## src/rtl/alu_arbiter.sv

```systemverilog
// alu_arbiter: two-requester arbiter sharing one fixed-latency ALU, one op in flight.
// Define ALU_ARB_ROUND_ROBIN_EN for round-robin grant; otherwise requester 0 has fixed priority.
module alu_arbiter #(
   parameter int ALU_LAT = 1
) (
   input  logic       clk,
   input  logic       rst_n,
   input  logic [1:0] req_valid,
   output logic [1:0] req_ready,
   input  logic [7:0] req_a,
   input  logic [7:0] req_b,
   input  logic [5:0] req_sel,
   output logic [3:0] alu_a,
   output logic [3:0] alu_b,
   output logic [2:0] alu_sel,
   input  logic [3:0] alu_result,
   output logic       rsp_valid,
   input  logic       rsp_ready,
   output logic       rsp_id,
   output logic [3:0] rsp_result,
   output logic       busy
);
   typedef enum logic [1:0] {IDLE, WAIT, RESP} state_t;
   state_t     state_q, state_d;
   logic [2:0] cnt_q, cnt_d;
   logic [3:0] alu_a_q, alu_a_d, alu_b_q, alu_b_d, rsp_result_q, rsp_result_d;
   logic [2:0] alu_sel_q, alu_sel_d;
   logic       rsp_valid_q, rsp_valid_d, rsp_id_q, rsp_id_d;
   logic       gnt_id, accept;
`ifdef ALU_ARB_ROUND_ROBIN_EN
   logic last_q, last_d;
   assign gnt_id = (req_valid == 2'b11) ? ~last_q : req_valid[1];
   assign last_d = accept ? gnt_id : last_q;
   always_ff @(posedge clk or negedge rst_n)
      if (!rst_n) last_q <= 1'b1;
      else        last_q <= last_d;
`else
   assign gnt_id = ~req_valid[0];
`endif
   // req_ready is forced low while reset is asserted, even though state is already IDLE
   assign req_ready  = (rst_n && state_q == IDLE && |req_valid) ? (gnt_id ? 2'b10 : 2'b01) : 2'b00;
   assign accept     = |(req_valid & req_ready);
   assign alu_a      = alu_a_q;
   assign alu_b      = alu_b_q;
   assign alu_sel    = alu_sel_q;
   assign rsp_valid  = rsp_valid_q;
   assign rsp_id     = rsp_id_q;
   assign rsp_result = rsp_result_q;
   assign busy       = state_q != IDLE;
   always_comb begin
      state_d      = state_q;
      cnt_d        = cnt_q;
      alu_a_d      = alu_a_q;
      alu_b_d      = alu_b_q;
      alu_sel_d    = alu_sel_q;
      rsp_valid_d  = rsp_valid_q;
      rsp_id_d     = rsp_id_q;
      rsp_result_d = rsp_result_q;
      if (accept) begin
         alu_a_d   = gnt_id ? req_a[7:4] : req_a[3:0];
         alu_b_d   = gnt_id ? req_b[7:4] : req_b[3:0];
         alu_sel_d = gnt_id ? req_sel[5:3] : req_sel[2:0];
         rsp_id_d  = gnt_id;
         cnt_d     = 3'(ALU_LAT);
         state_d   = WAIT;
      end else if (state_q == WAIT) begin
         cnt_d = (cnt_q == 3'd0) ? cnt_q : cnt_q - 3'd1;
         if (cnt_q == 3'd0) begin
            rsp_result_d = alu_result;
            rsp_valid_d  = 1'b1;
            state_d      = RESP;
         end
      end else if (state_q == RESP && rsp_ready) begin
         rsp_valid_d = 1'b0;
         state_d     = IDLE;
      end
   end
   always_ff @(posedge clk or negedge rst_n)
      if (!rst_n) begin
         state_q      <= IDLE;
         cnt_q        <= '0;
         alu_a_q      <= '0;
         alu_b_q      <= '0;
         alu_sel_q    <= '0;
         rsp_valid_q  <= 1'b0;
         rsp_id_q     <= 1'b0;
         rsp_result_q <= '0;
      end else begin
         state_q      <= state_d;
         cnt_q        <= cnt_d;
         alu_a_q      <= alu_a_d;
         alu_b_q      <= alu_b_d;
         alu_sel_q    <= alu_sel_d;
         rsp_valid_q  <= rsp_valid_d;
         rsp_id_q     <= rsp_id_d;
         rsp_result_q <= rsp_result_d;
      end
endmodule

```

## config.mk

```make
export PLATFORM = sky130hd
export DESIGN_NAME = alu_arbiter
export DESIGN_NICKNAME = d
export VERILOG_FILES = /design/src/rtl/alu_arbiter.sv
export SDC_FILE = /design/constraint.sdc
export NUM_CORES = 1
export LEC_CHECK = 0
export CORE_MARGIN = 1.5
export CORE_UTILIZATION = 40
export DETAILED_ROUTE_END_ITERATION = 8
export GPL_TIMING_DRIVEN = 0
export HOLD_SLACK_MARGIN = 0.05
export PLACE_DENSITY = 0.85
export SKIP_CTS_REPAIR_TIMING = 1
export SLEW_MARGIN = 20
export SYNTH_ARGS = -nofsm -noshare
export SYNTH_HDL_FRONTEND = slang
export SYNTH_SLANG_ARGS = --single-unit
```

## constraint.sdc

```tcl
create_clock -name clk -period 2.25 [get_ports clk]
set_input_delay 0.675 -clock clk [delete_from_list [all_inputs] [get_ports clk]]
set_output_delay 0.675 -clock clk [all_outputs]
set_load 0.005 [all_outputs]
```

# ---- Yosys cells after proc, flatten, opt, wreduce, memory -nomap -nowiden
# Index checks and enable logic that the tools add are counted.
dict set report op_classes {
  add_sub_neg 1
  n_reduce_logical 15
  bitwise 3
  muxes 15
  eq_ne 5
}
# cell n
set op_table {}
lappend op_table {{2-bit two-way mux} 6}
lappend op_table {{3-bit two-way mux} 4}
lappend op_table {{4-bit two-way mux} 2}
lappend op_table {{3-bit AND reduction} 2}
lappend op_table {{2-bit nonzero test} 3}
lappend op_table {{2-bit AND reduction} 2}
lappend op_table {{2-bit OR reduction} 2}
lappend op_table {{1-bit logical AND} 3}
lappend op_table {{3-bit logical NOT} 1}
lappend op_table {{1-bit two-way mux} 3}
lappend op_table {{3-bit by 2-bit != test with 1-bit output, second input constant} 1}
lappend op_table {{3-bit nonzero test} 1}
lappend op_table {{3-bit by 1-bit subtractor with 3-bit output, second input constant} 1}
lappend op_table {{2-bit AND} 1}
lappend op_table {{2-bit by 1-bit equality test with 1-bit output, second input constant} 1}
lappend op_table {{2-bit equality test, second input constant} 1}
lappend op_table {{2-bit logical NOT} 1}
lappend op_table {{2-bit by 1-bit != test with 1-bit output, second input constant} 1}
lappend op_table {{2-bit != test, second input constant} 1}
lappend op_table {{1-bit NOT} 2}
dict set report totals {
  output_inout_bits 20
  reg_bits 22
  word_cells 47
  inputBits 31
}

# ---- Longest topological paths before layout
# Gate-level depths: netlist of the first run.
dict set report depth {
  depth_word 8
  mapped_depth 7
  mapped_depth_nobuf 6
}

# ---- Least setup slack after synthesis of the first run
# OpenSTA, ideal clock, no wires.
dict set report synth_timing {
  path_kind {input -> output}
  startpoint {input req_valid[0]}
  endpoint {output req_ready[1]}
  n_path_buf 3
  t_required_ns 1.575
  setup_slack_ns 0.098
  arrival_ns 1.477
  cell_stages 6
  path_cell_list {buf_2 -> nor2_1 -> nor3b_2 -> buf_6 -> buf_12 -> nor2b_1}
}
dict set report synth_via {
  elab_chain_len 3
  word_cells_on_any_way 4
  cone_classes {mux: 2; reduce/logical: 2}
}
# element line_no
set synth_rtl {}
lappend synth_rtl {{start: declaration} 8} ;# input logic [1:0] req_valid,
lappend synth_rtl {{2-bit OR reduction} 41} ;# assign req_ready = (rst_n && state_q == IDLE && |req_valid) ? (gnt_id ? 2'b10 : 2'b01) : 2'b00;
lappend synth_rtl {{1-bit logical AND} 41}
lappend synth_rtl {{2-bit two-way mux (*)} 41}
lappend synth_rtl {{end: declaration} 9} ;# output logic [1:0] req_ready,
# Every way passes the cells marked *; elsewhere a longest branch is shown, timed or not.

# ---- Final worst setup path of the first run
dict set report layout_timing {
  startpoint {register state_q[0]}
  endpoint {output req_ready[1]}
}
dict set report layout_via {
  elab_chain_len 4
}
# element line_no
set layout_rtl {}
lappend layout_rtl {{start: declaration} 24} ;# state_t state_q, state_d;
lappend layout_rtl {{start signal: assignment} 89} ;# state_q <= state_d;
lappend layout_rtl {{2-bit logical NOT} 41}
lappend layout_rtl {{1-bit logical AND (2 in series)} 41}
lappend layout_rtl {{2-bit two-way mux} 41}
# Every way passes these cells.

==> results of run 1 <==
## power groups by stage
stage	logic, uW	clock network (uW)	registers [uW]
2_1_floorplan	449	0	714
3_3_place_gp	909	0	701
3_5_place_dp	940	0	719
4_1_cts	949	235	710
5_1_grt	1070	243	736
6_report	999	224	710
## synthesized netlist by cell type, drive strengths merged
| cell | count |
|---|---|
| nand2 | 2 |
| nor2 | 1 |
| nor2b | 1 |
| a21o | 1 |
| a21oi | 3 |
| nor3b | 1 |
| ha | 2 |
| clkbuf | 2 |
| o22ai | 2 |
| dfrtp | 22 |
| xnor2 | 1 |
| nand2b | 2 |
| or3b | 1 |
| mux2i | 1 |
| inv | 6 |
| or2 | 2 |
| and2 | 1 |
| mux2 | 26 |
| o21ai | 2 |
| buf | 4 |
## metrics by stage
step	cells	util	instance area (um^2)	hold WS [ps]	TNS, ps
final	176	0.682	1720	177	-35.3
after global routing	176	0.682	1720	183	-159
after CTS	166	0.655	1650	524	-7140
after detailed placement	162	0.641	1620	496	-13040
after global placement	162	0.641	1620	489	-11800
after floorplan	83	-	1090	379	0
## per-layer routing
metal | vias up | share of wire
met5 | - | 0
met3 | 4 | 0.076
met1 | 413 | 0.38
li1 | 406 | -
met4 | 0 | 0.021
met2 | 34 | 0.52
## cell type report
cell class | count | area (um^2) | share of cell area
Sequential cell | 22 | 552 | 0.321
Multi-Input combinational cell | 49 | 477 | 0.277
Clock buffer | 4 | 36.3 | 0.0211
Buffer | 5 | 28.8 | 0.0167
Timing Repair Buffer | 60 | 567 | 0.329
Tap cell | 30 | 37.5 | 0.0218
Inverter | 6 | 22.5 | 0.0131
## cell families after synthesis
group | after synthesis | synth area share
xor gates and xnor gates | 1 | 0.00805
DFF | 22 | 0.506
AOI/OAI and AO/OA | 8 | 0.0425
and+or+nand+nor | 11 | 0.0667
adders and majority gates | 2 | 0.0230
buffers and inverters | 12 | 0.0655
muxes | 27 | 0.289
## state kept, by name (all words and copies together), names as in the netlist
name and flops:
rsp_id 1, alu_sel 3, rsp_valid 1, rsp_result 4, state_q 2, alu_b 4, cnt_q 3, alu_a 4
## worst min-delay path by stage
stage                               end  slack, ps  cells past startpoint
final                        alu_sel[2]        180                      1
after global routing           alu_b[2]        180                      1
after CTS                    alu_sel[2]        520                      1
after detailed placement     alu_sel[2]        500                      1
after global placement    rsp_result[3]        490                      1
after floorplan                alu_a[0]        380                      0
==> metrics.md, run 1 <==
| Metric | Value |
|---|---|
| Fin. Hold Viols | 0 |
| VDD IR max | 0.752 mV |
| LEAKAGE | 0.000763 uW |
| RePlAce Congestion | 0.679 |
| Status | finished with violations |
| Final WS setup | -26.2 ps |
| Crit path from | state_q[0] |
| Max cap viols | 0 |
| 1st-iter DRT viols | 3 |
| CP Depth | 5 |
| Busiest grt layer | met2 |
| Crit-path slowest cell | dfrtp_2 |
| Cell Chain, Critical Path | or2_4 > nor3b_2 > buf_6 > nor2b_4 > clkbuf_2 |
| Biggest cell delay along the critical path | 460 ps |
| Final net count | 180 |
| GRT met2 Usage | 0.333 |
| Clock Sinks | 22 |
| Worst path buffer plus inverter count | 2 |
| Tmin final | 2280 ps |
| Final Setup Violations | 2 |
| N_diodes | 0 |
| Share of the synthesized area in the top cell type | 0.506 |
| I/O pin count | 51 |
| CP max FO | 8 |
| Worst EP arrival | 1600 ps |
| FF-to-FF End | alu_b[2] |
| Worst r2r src | state_q[0] |
| Failing checks | setup timing |
| CP endpoint | req_ready[1] |
| First-pass GRT wire length | 3800 um |
| PD cells | 1120 mW/mm^2 |
| CTS Root Cell | clkbuf_4 |
| Clk pwr share | 0.116 |
| Synth cell types | 24 |
| Synth area leaders | dfrtp_1 51%, mux2_2 24%, mux2_4 4.1%, ha_1 2.3%, inv_1 2.1% |
| Layout cell share with drive strength beyond 1 | 0.363 |
| Syn nets | 116 |
| Clk slew on worst S/H paths | 130 ps |
| Critical path type | flop to primary output |
| Final Slew Violations | 0 |
| Die Footprint | 0.00304 mm^2 |
| Worst-Skew Late Latency | 310 ps |
| Sequential Power Share | 0.367 |
| Final Cycle Share | 1.01 |
| Internal | 1370 uW |
| Chip height | 55.2 um |
| CTS tree | built |
| Clock Skews | 3.04 ps |
| Synth Cell Area | 0.00109 mm^2 |
| Remaining routing DRC violations | 0 |
| Worst EP required | 1570 ps |
| CTS buffer count | 3 |
| Grt total ovfl | 0 |
| Met3 global-route usage | 0.0618 |
| Aggregate global-route resource usage | 0.183 |
| Crit path launch type | flop |
| Vias in the first global route | 929 |
| TritonRoute pass-1 iters | 4 |
| Crit. End Element | primary output |
| Power share of the combinational group | 0.517 |
| FF+latch count, synth | 22 |
| Post-synthesis sequential area ratio | 0.506 |
| IO buf count | 49 |
| Syn_area_per_cell | 13.1 um^2 |
| Hold WC Path Type | input port to asynchronous set/reset pin |
| R2r setup slk | 350 ps |
| Final Power | 1930 uW |
| Relative slew margins | 0.842 |
| Pre-CTS setup slack | -1660 ps |
| Via density | 4.87 |
| Most common cell after layout, fill and taps aside | clkdlybuf4s50_1 |
| Area delta synth->final | 58.0% |
| Site row count | 18 |
| Die Wd | 55.2 um |
| Fmax | 439 MHz |
| Core area | 0.00252 mm^2 |
| Initial antenna violation count | 0 |
| Worst Max-Slew Pin Slew | 236 ps |
| Post-synthesis instance total | 83 |
| Largest net degree at the start of global routing | 24 |
| Most frequent cells in the layout | 45 x clkdlybuf4s50_1, 23 x mux2_2, 21 x dfrtp_1 |
| RSZ-0062 raised after global routing | yes |
| Drt total wl | 2480 um |
| Hpwl dp | 1800 um |
| CP top delay family | simple AND/OR/NAND/NOR gates |
| Clock buffer depth | 2 |
| Ys Warns | 0 |
| Via count | 857 |
| Antenna-violating nets left | 0 |
| Fill cells | 191 |
| Net Sw Frac | 0.292 |
| R2R cell count | 8 |
| Met1 usage | 0.182 |
| Wire per inst | 14.1 um |
| H-Tree Depth | 1 |
| Starting Density | 0.432 |
| Switching pwr | 565 uW |
| Synth area leader | dfrtp_1 |
No activity file was read; power rests on OpenSTA's default activity.
==> run 2: changes to the inputs <==
- ABC_AREA: unset -> 0
==> results of run 2 <==
Final layout, timing and power as in run 1 (identical DEF).
